**src/rtl/weight_stream_reader.sv**
```systemverilog
// Row-major read sequencer for a combinational weight ROM.
// Streams each word on valid/ready with row/col/eor/last tags.
module weight_stream_reader #(
  parameter int ADDR_WIDTH = 9,
  parameter int DATA_WIDTH = 32,
  parameter int N_ROWS = 16,
  parameter int N_COLS = 32,
  parameter int BASE_ADDR = 0,
  localparam int RW = (N_ROWS > 1) ? $clog2(N_ROWS) : 1,
  localparam int CW = (N_COLS > 1) ? $clog2(N_COLS) : 1
) (
  input  logic                  Clk,
  input  logic                  Reset_n,
  input  logic                  start,
  input  logic                  abort,
  output logic [ADDR_WIDTH-1:0] rom_addr,
  input  logic [DATA_WIDTH-1:0] rom_data,
  output logic                  w_valid,
  input  logic                  w_ready,
  output logic [DATA_WIDTH-1:0] w_data,
  output logic [RW-1:0]         w_row,
  output logic [CW-1:0]         w_col,
  output logic                  w_eor,
  output logic                  w_last,
  output logic                  busy,
  output logic                  done
);

  typedef enum logic [1:0] {
    IDLE,
    STREAM,
    DRAIN,
    FIN
  } state_t;

  localparam logic [RW-1:0] R_MAX = RW'(N_ROWS - 1);
  localparam logic [CW-1:0] C_MAX = CW'(N_COLS - 1);
  localparam logic [ADDR_WIDTH-1:0] BASE = ADDR_WIDTH'(BASE_ADDR);

  state_t        state;
  logic [RW-1:0] ri;
  logic [CW-1:0] ci;
  logic          col_end;
  logic          fin;
  logic          cap;
  logic          xfer;
  logic          kill;

  assign col_end = (ci == C_MAX);
  assign fin     = col_end && (ri == R_MAX);
  assign xfer    = w_valid && w_ready;
  assign cap     = (state == STREAM) && (!w_valid || w_ready);
  assign kill    = abort && ((state == STREAM) || (state == DRAIN));

  always_ff @(posedge Clk or negedge Reset_n) begin
    if (!Reset_n) begin
      state    <= IDLE;
      rom_addr <= BASE;
      ri       <= '0;
      ci       <= '0;
      w_valid  <= 1'b0;
      w_data   <= '0;
      w_row    <= '0;
      w_col    <= '0;
      w_eor    <= 1'b0;
      w_last   <= 1'b0;
      busy     <= 1'b0;
      done     <= 1'b0;
    end else begin
      done <= 1'b0;
      if (kill) begin
        // abort wins over any handshake on the same edge
        state    <= IDLE;
        busy     <= 1'b0;
        w_valid  <= 1'b0;
        rom_addr <= BASE;
      end else begin
        unique case (state)
          IDLE: begin
            if (start) begin
              state    <= STREAM;
              busy     <= 1'b1;
              rom_addr <= BASE;
              ri       <= '0;
              ci       <= '0;
            end
          end
          STREAM: begin
            if (cap) begin
              w_valid <= 1'b1;
              w_data  <= rom_data;
              w_row   <= ri;
              w_col   <= ci;
              w_eor   <= col_end;
              w_last  <= fin;
              ci      <= col_end ? '0 : ci + 1'b1;
              if (col_end) ri <= ri + 1'b1;
              if (fin) begin
                state    <= DRAIN;
                rom_addr <= BASE;
              end else begin
                rom_addr <= rom_addr + 1'b1;
              end
            end
          end
          DRAIN: begin
            if (xfer) begin
              w_valid <= 1'b0;
              busy    <= 1'b0;
              done    <= 1'b1;
              state   <= FIN;
            end
          end
          FIN: state <= IDLE;
          default: state <= IDLE;
        endcase
      end
    end
  end

endmodule

```
**config.mk**
```make
export PLATFORM = sky130hd
export DESIGN_NAME = weight_stream_reader
export DESIGN_NICKNAME = d
export VERILOG_FILES = /design/src/rtl/weight_stream_reader.sv
export SDC_FILE = /design/constraint.sdc
export NUM_CORES = 1
export LEC_CHECK = 0
export ABC_AREA = 1
export CAP_MARGIN = 10
export CORE_ASPECT_RATIO = 0.7
export CORE_MARGIN = 1.5
export CORE_UTILIZATION = 45
export DETAILED_ROUTE_END_ITERATION = 8
export PLACE_DENSITY_LB_ADDON = 0.05
export SYNTH_ARGS = -nofsm -noshare
export SYNTH_HDL_FRONTEND = slang
export SYNTH_SLANG_ARGS = --single-unit
```
**constraint.sdc**
```tcl
create_clock -name Clk -period 3.5 [get_ports Clk]
set_input_delay 0.7 -clock Clk [delete_from_list [all_inputs] [get_ports Clk]]
set_output_delay 0.7 -clock Clk [all_outputs]
set_load 0.005 [all_outputs]
```
; Word-level counts from Yosys, hierarchy flattened
; Index checks and enable logic that the tools add are counted.
; W data, S select, Z words.
[totals]
inputBits = 37
out_inout_bits = 55
ff_bits = 66
wordCells = 76
[classes]
reduce_logical = 19
bitwise_logic = 1
addsub = 3
eq_ne = 12
n_mux = 29
[op_table]
columns = op, count
row1 = $mux W9, 4
row2 = $pmux W9 S2, 1
row3 = $mux W5, 3
row4 = $mux W4, 3
row5 = $ne A3 B3 Y1 const B, 4
row6 = $reduce_and A3 Y1, 4
row7 = $mux W2, 5
row8 = $pmux W5 S2, 1
row9 = $add A9 B1 Y9 const B, 1
row10 = $reduce_bool A3 Y1, 3
row11 = $mux W1, 8
row12 = $pmux W2 S4, 1
row13 = $pmux W4 S2, 1
row14 = $reduce_and A4 Y1, 2
row15 = $ne A2 B2 Y1 const B, 3
row16 = $add A5 B1 Y5 const B, 1
row17 = $eq A5 B5 Y1 const B, 1
row18 = $reduce_and A5 Y1, 1
row19 = $add A4 B1 Y4 const B, 1
row20 = $eq A2 B2 Y1 const B, 2
row21 = $eq A4 B4 Y1 const B, 1
row22 = $logic_and A1 B1 Y1, 4
row23 = $pmux W1 S2, 2
row24 = $eq A2 B1 Y1 const B, 1
row25 = 5 further kinds, 6

; Longest topological paths before layout
[depth]
depth_word = 6
ltp_mapped = 12
depth_no_buf = 11

; Worst setup path after synthesis
; No wires, ideal clock.
[synth_timing]
kind = register -> register
startpoint = register state[0]
endpoint = register w_eor
setup_time_ps = 127
stages_incl_launch_ff = 7
path_buffers = 1
arrival_time_ps = 1423
path_slack_ps = 1950
period_less_slack_ps = 1550
cell_sequence = dfrtp_1 -> inv_1 -> ha_1 -> nand2_2 -> nand3_4 -> buf_4 -> mux2_1
[synth_via]
elab_chain_len = 5
[synth_lines]
columns = item, line
row1 = start: declaration, 40  ; state_t state;
row2 = start signal: assignment, 57  ; state <= IDLE;
row3 = start signal: assignment, 73  ; state <= IDLE;
row4 = start signal: assignment, 81  ; state <= STREAM;
row5 = $eq A2 B1 Y1 / $eq A2 B2 Y1 (equally long branches), "52, 53, 78"
row6 = $logic_or A1 B1 Y1, 53  ; assign kill = abort && ((state == STREAM) || (state == DRAIN));
row7 = $logic_and A1 B1 Y1, 53
row8 = $not A1 Y1 (no line), -
row9 = $reduce_and A3 Y1 (no line) (*), -
row10 = end signal: assignment, 94  ; w_eor <= col_end;
row11 = end: declaration, 23  ; output logic w_eor,
; Every way passes the cells marked *; elsewhere a longest branch is shown, timed or not.
; A chain may end at the register's enable or synchronous reset.

; Final worst setup path
[layout_timing]
startpoint = register state[1]
endpoint = register w_data[3]
[layout_via]
elab_chain_len = 5
[layout_lines]
columns = item, line
row1 = $eq A2 B1 Y1 / $eq A2 B2 Y1 (equally long branches), "52, 53, 78"
row2 = $logic_or A1 B1 Y1, 53
row3 = $logic_and A1 B1 Y1, 53
row4 = $not A1 Y1 (no line), -
row5 = $reduce_and A3 Y1 (no line) (*), -
row6 = end signal: assignment, 91  ; w_data <= rom_data;
row7 = end: declaration, 20  ; output logic [DATA_WIDTH-1:0] w_data,
; Marked as above.

==> impl_results.md <==
* Clk sink count at 66
* Hold bufs inserted after CTS at 0
* Initial antenna violation count at 0
* PD cells at 771 nW/um^2
* Max Cap Violations at 0
* Drt total wl at 6290 um
* LEAKAGE at 0.00188 uW
* Final min period at 2340 ps
* # setup viols final at 0
* Layout Skew at 7.47 ps
* Slowest stage cell, crit path: nand3_4
* Fraction of layout cells with a size suffix above 1 at 9.14%
* H-tree Lvls at 3
* Hold crit path type: flop to flop
* Gr usage total at 18.9%
* Core region area at 6340 sq um
* Critical path class: flop to flop
* Fin. max-slew vios at 0
* Top Layer Used: met4
* Largest area contributor in the netlist: dfrtp_1
* # IOs at 92
* Area of the die at 7190 sq um
* CTS tree: built
* Post-route met1 wirelength at 3170 um
* Vias in the first global route at 2205
* Design area at 4160 sq um
* First DRT Iteration DRCs at 66
* Worst-Margin Slew at 830 ps
* Slew headroom at 44.7%
* Synth Cell Area at 3010 sq um
* Dpl cell area at 3960 sq um
* Cell count after placement at 458
* Reg area at 1650 sq um
* Outcome: finished clean
* WP data required at 3720 ps
* Pre-CTS WS at 854 ps
* CTS max path bufs at 2
* Routed vias at 2213
* Peak supply drop at 0.510 mV
* Crit share post-route at 66.8%
* Post-cts gate resize count at 0
* WL met3 at 490 um
* Fill cells at 516
* Largest cells by area after synthesis: dfrtp_1 55%, mux2_1 12%, nand2_1 6.4%
* Unrepaired setup endpoints after global routing: false
* Total grt overflow at 0
* Crit path cell chain: inv_1 -> ha_1 -> nand3_4 -> mux2_1
* Setup TNS at 0 ps
* Clk Latency, worst-skew pair at 340 ps
* CP Launch Type: flop
* Max Fclk at 428 MHz
* Crit path largest cell delay at 630 ps
* Worst Setup Slack, final at 1160 ps
* Critical path fanouts, max at 52
* Post-synthesis sequential area ratio at 54.9%
* Nets at 423
* Seq cells post-synth at 66
* Num CTS Buffers at 9
* Initial Util at 47.5%
* WP data arrival at 2550 ps
* Syn Nets at 328
* Average routed wire per standard cell at 13.3 um
* Met2 wire length at 2590 um
* Die Ht at 71.4 um
* Avg Cell Area, Syn at 10.6 sq um
* Cells after synthesis at 283
* Post-route non-filler standard cell count at 474
* First-pass detailed-route iteration total at 4
* ANT cells at 0
* Crit. End Element: flop
* Largest net degree at the start of global routing at 67
* Final Hold Fails at 0
* Layout area overhead at 38.3%
* Final RePlAce weighted congestion at 0.796
* Placement Rows at 24
* Clock tree root driver cell: clkbuf_8
* Drt drc at 0
* Synth unique cells at 29
* CTS clock-pin slew for the worst setup and hold paths at 70 ps
* Number of synthesis warnings at 0
* Die Wd at 101 um
* Via density per instance at 4.67
* DP HPWL at 4480 um
* First-pass GRT wire length at 10400 um
* Multi-input gate area at 1160 sq um
* Routed Antenna Nets at 0
* Post-CTS setup buffers at 0
* Post-synth top area share at 54.9%
* IO buf count at 91
[cell type report]
| cell class | instances | area share (%) |
|---|---|---|
| clock buffers | 9 | 2.98 |
| multi-input cells | 179 | 28.0 |
| repair buffers | 92 | 22.0 |
| flip-flops and latches | 66 | 39.7 |
| well taps | 91 | 2.74 |
| clock inverters | 7 | 1.84 |
| inverters | 30 | 2.77 |
[state kept, by name, indices dropped and copies added (netlist names), 2 cells and up]
register  flops
w_row         4
rom_addr      9
state         2
ci            5
w_col         5
ri            4
w_data       32
[report_power, final]
part           switching [uW]  internal [uW]  leakage, uW
combinational             664            741     0.000944
clock                     307            333    0.0000962
sequential                143           1020     0.000842
total                    1110           2090      0.00188
[routing by layer]
metal | vias up | global-route usage, %
met5 | - | 0
met2 | 72 | 27.2
met3 | 5 | 6.34
met1 | 1015 | 27.2
li1 | 1121 | -
met4 | 0 | 5.95
[synthesized netlist by cell type]
master and count:
nand4_1 2, inv_2 2, nor3b_1 1, mux2_1 32, nor2_2 3, o21ai_1 4
nand2_4 1, ha_1 8, nor3_1 2, o21a_1 1, nand2_2 3, clkbuf_2 1
nor2_1 20, nand2_1 51, a21oi_1 5, buf_4 2, nand3_1 17, inv_4 1
nor2_4 1, o21ai_0 18, buf_6 5, mux2_2 2, nand3_4 3, a22oi_1 1
xor2_1 2, a21o_1 1, dfrtp_1 66, inv_1 27, nand4_2 1
[worst max-delay path, delay by kind of cell, from the launching register on]
family	cells	cell delay, ps
AND/OR/NAND/NOR	1	630
adder cells (fa/ha/maj)	1	510
buffers and inverters	1	100
flip-flops	1	400
multiplexers	1	550
[layout by cell type, fill, tap and decap left out, drive strengths merged]
master          n
mux2           34
a21o            1
nand4           3
xor2            2
nor3            2
a22oi           1
clkdlybuf4s50  90
clkinv          2
bufinv          1
nor3b           1
buf             2
nand3          20
o21ai          22
nor2           24
dfrtp          66
o21a            1
a21oi           5
inv            32
clkinvlp        2
ha              8
nand2          55
clkbuf          9
[worst paths after layout]
check                      slack [ps]          to  cells past startpoint      from
min reg2reg                       490    w_row[0]                      2  w_row[0]
min in group asynchronous         540  w_data[29]                      2   Reset_n
min                               490    w_row[0]                      2  w_row[0]
max in group asynchronous        2410        busy                      2   Reset_n
max reg2reg                      1160   w_data[3]                      4  state[1]
max                              1160   w_data[3]                      4  state[1]
[stage by stage]
stage	utilization, %	power (uW)	hold slack, ps
2_1_floorplan	-	1990	404
3_3_place_gp	62.5	2550	465
3_5_place_dp	62.5	2600	474
4_1_cts	65.6	3250	492
5_1_grt	65.6	3440	506
6_report	65.6	3200	487
[logic make-up after synthesis]
group / synth area share (%)
AOI/OAI and AO/OA: 5.24
DFF: 54.9
muxes: 12.7
adders and majority gates: 3.33
buffers and inverters: 6.36
xor gates and xnor gates: 0.582
and+or+nand+nor: 16.8
(Power assumes the default switching activity.)
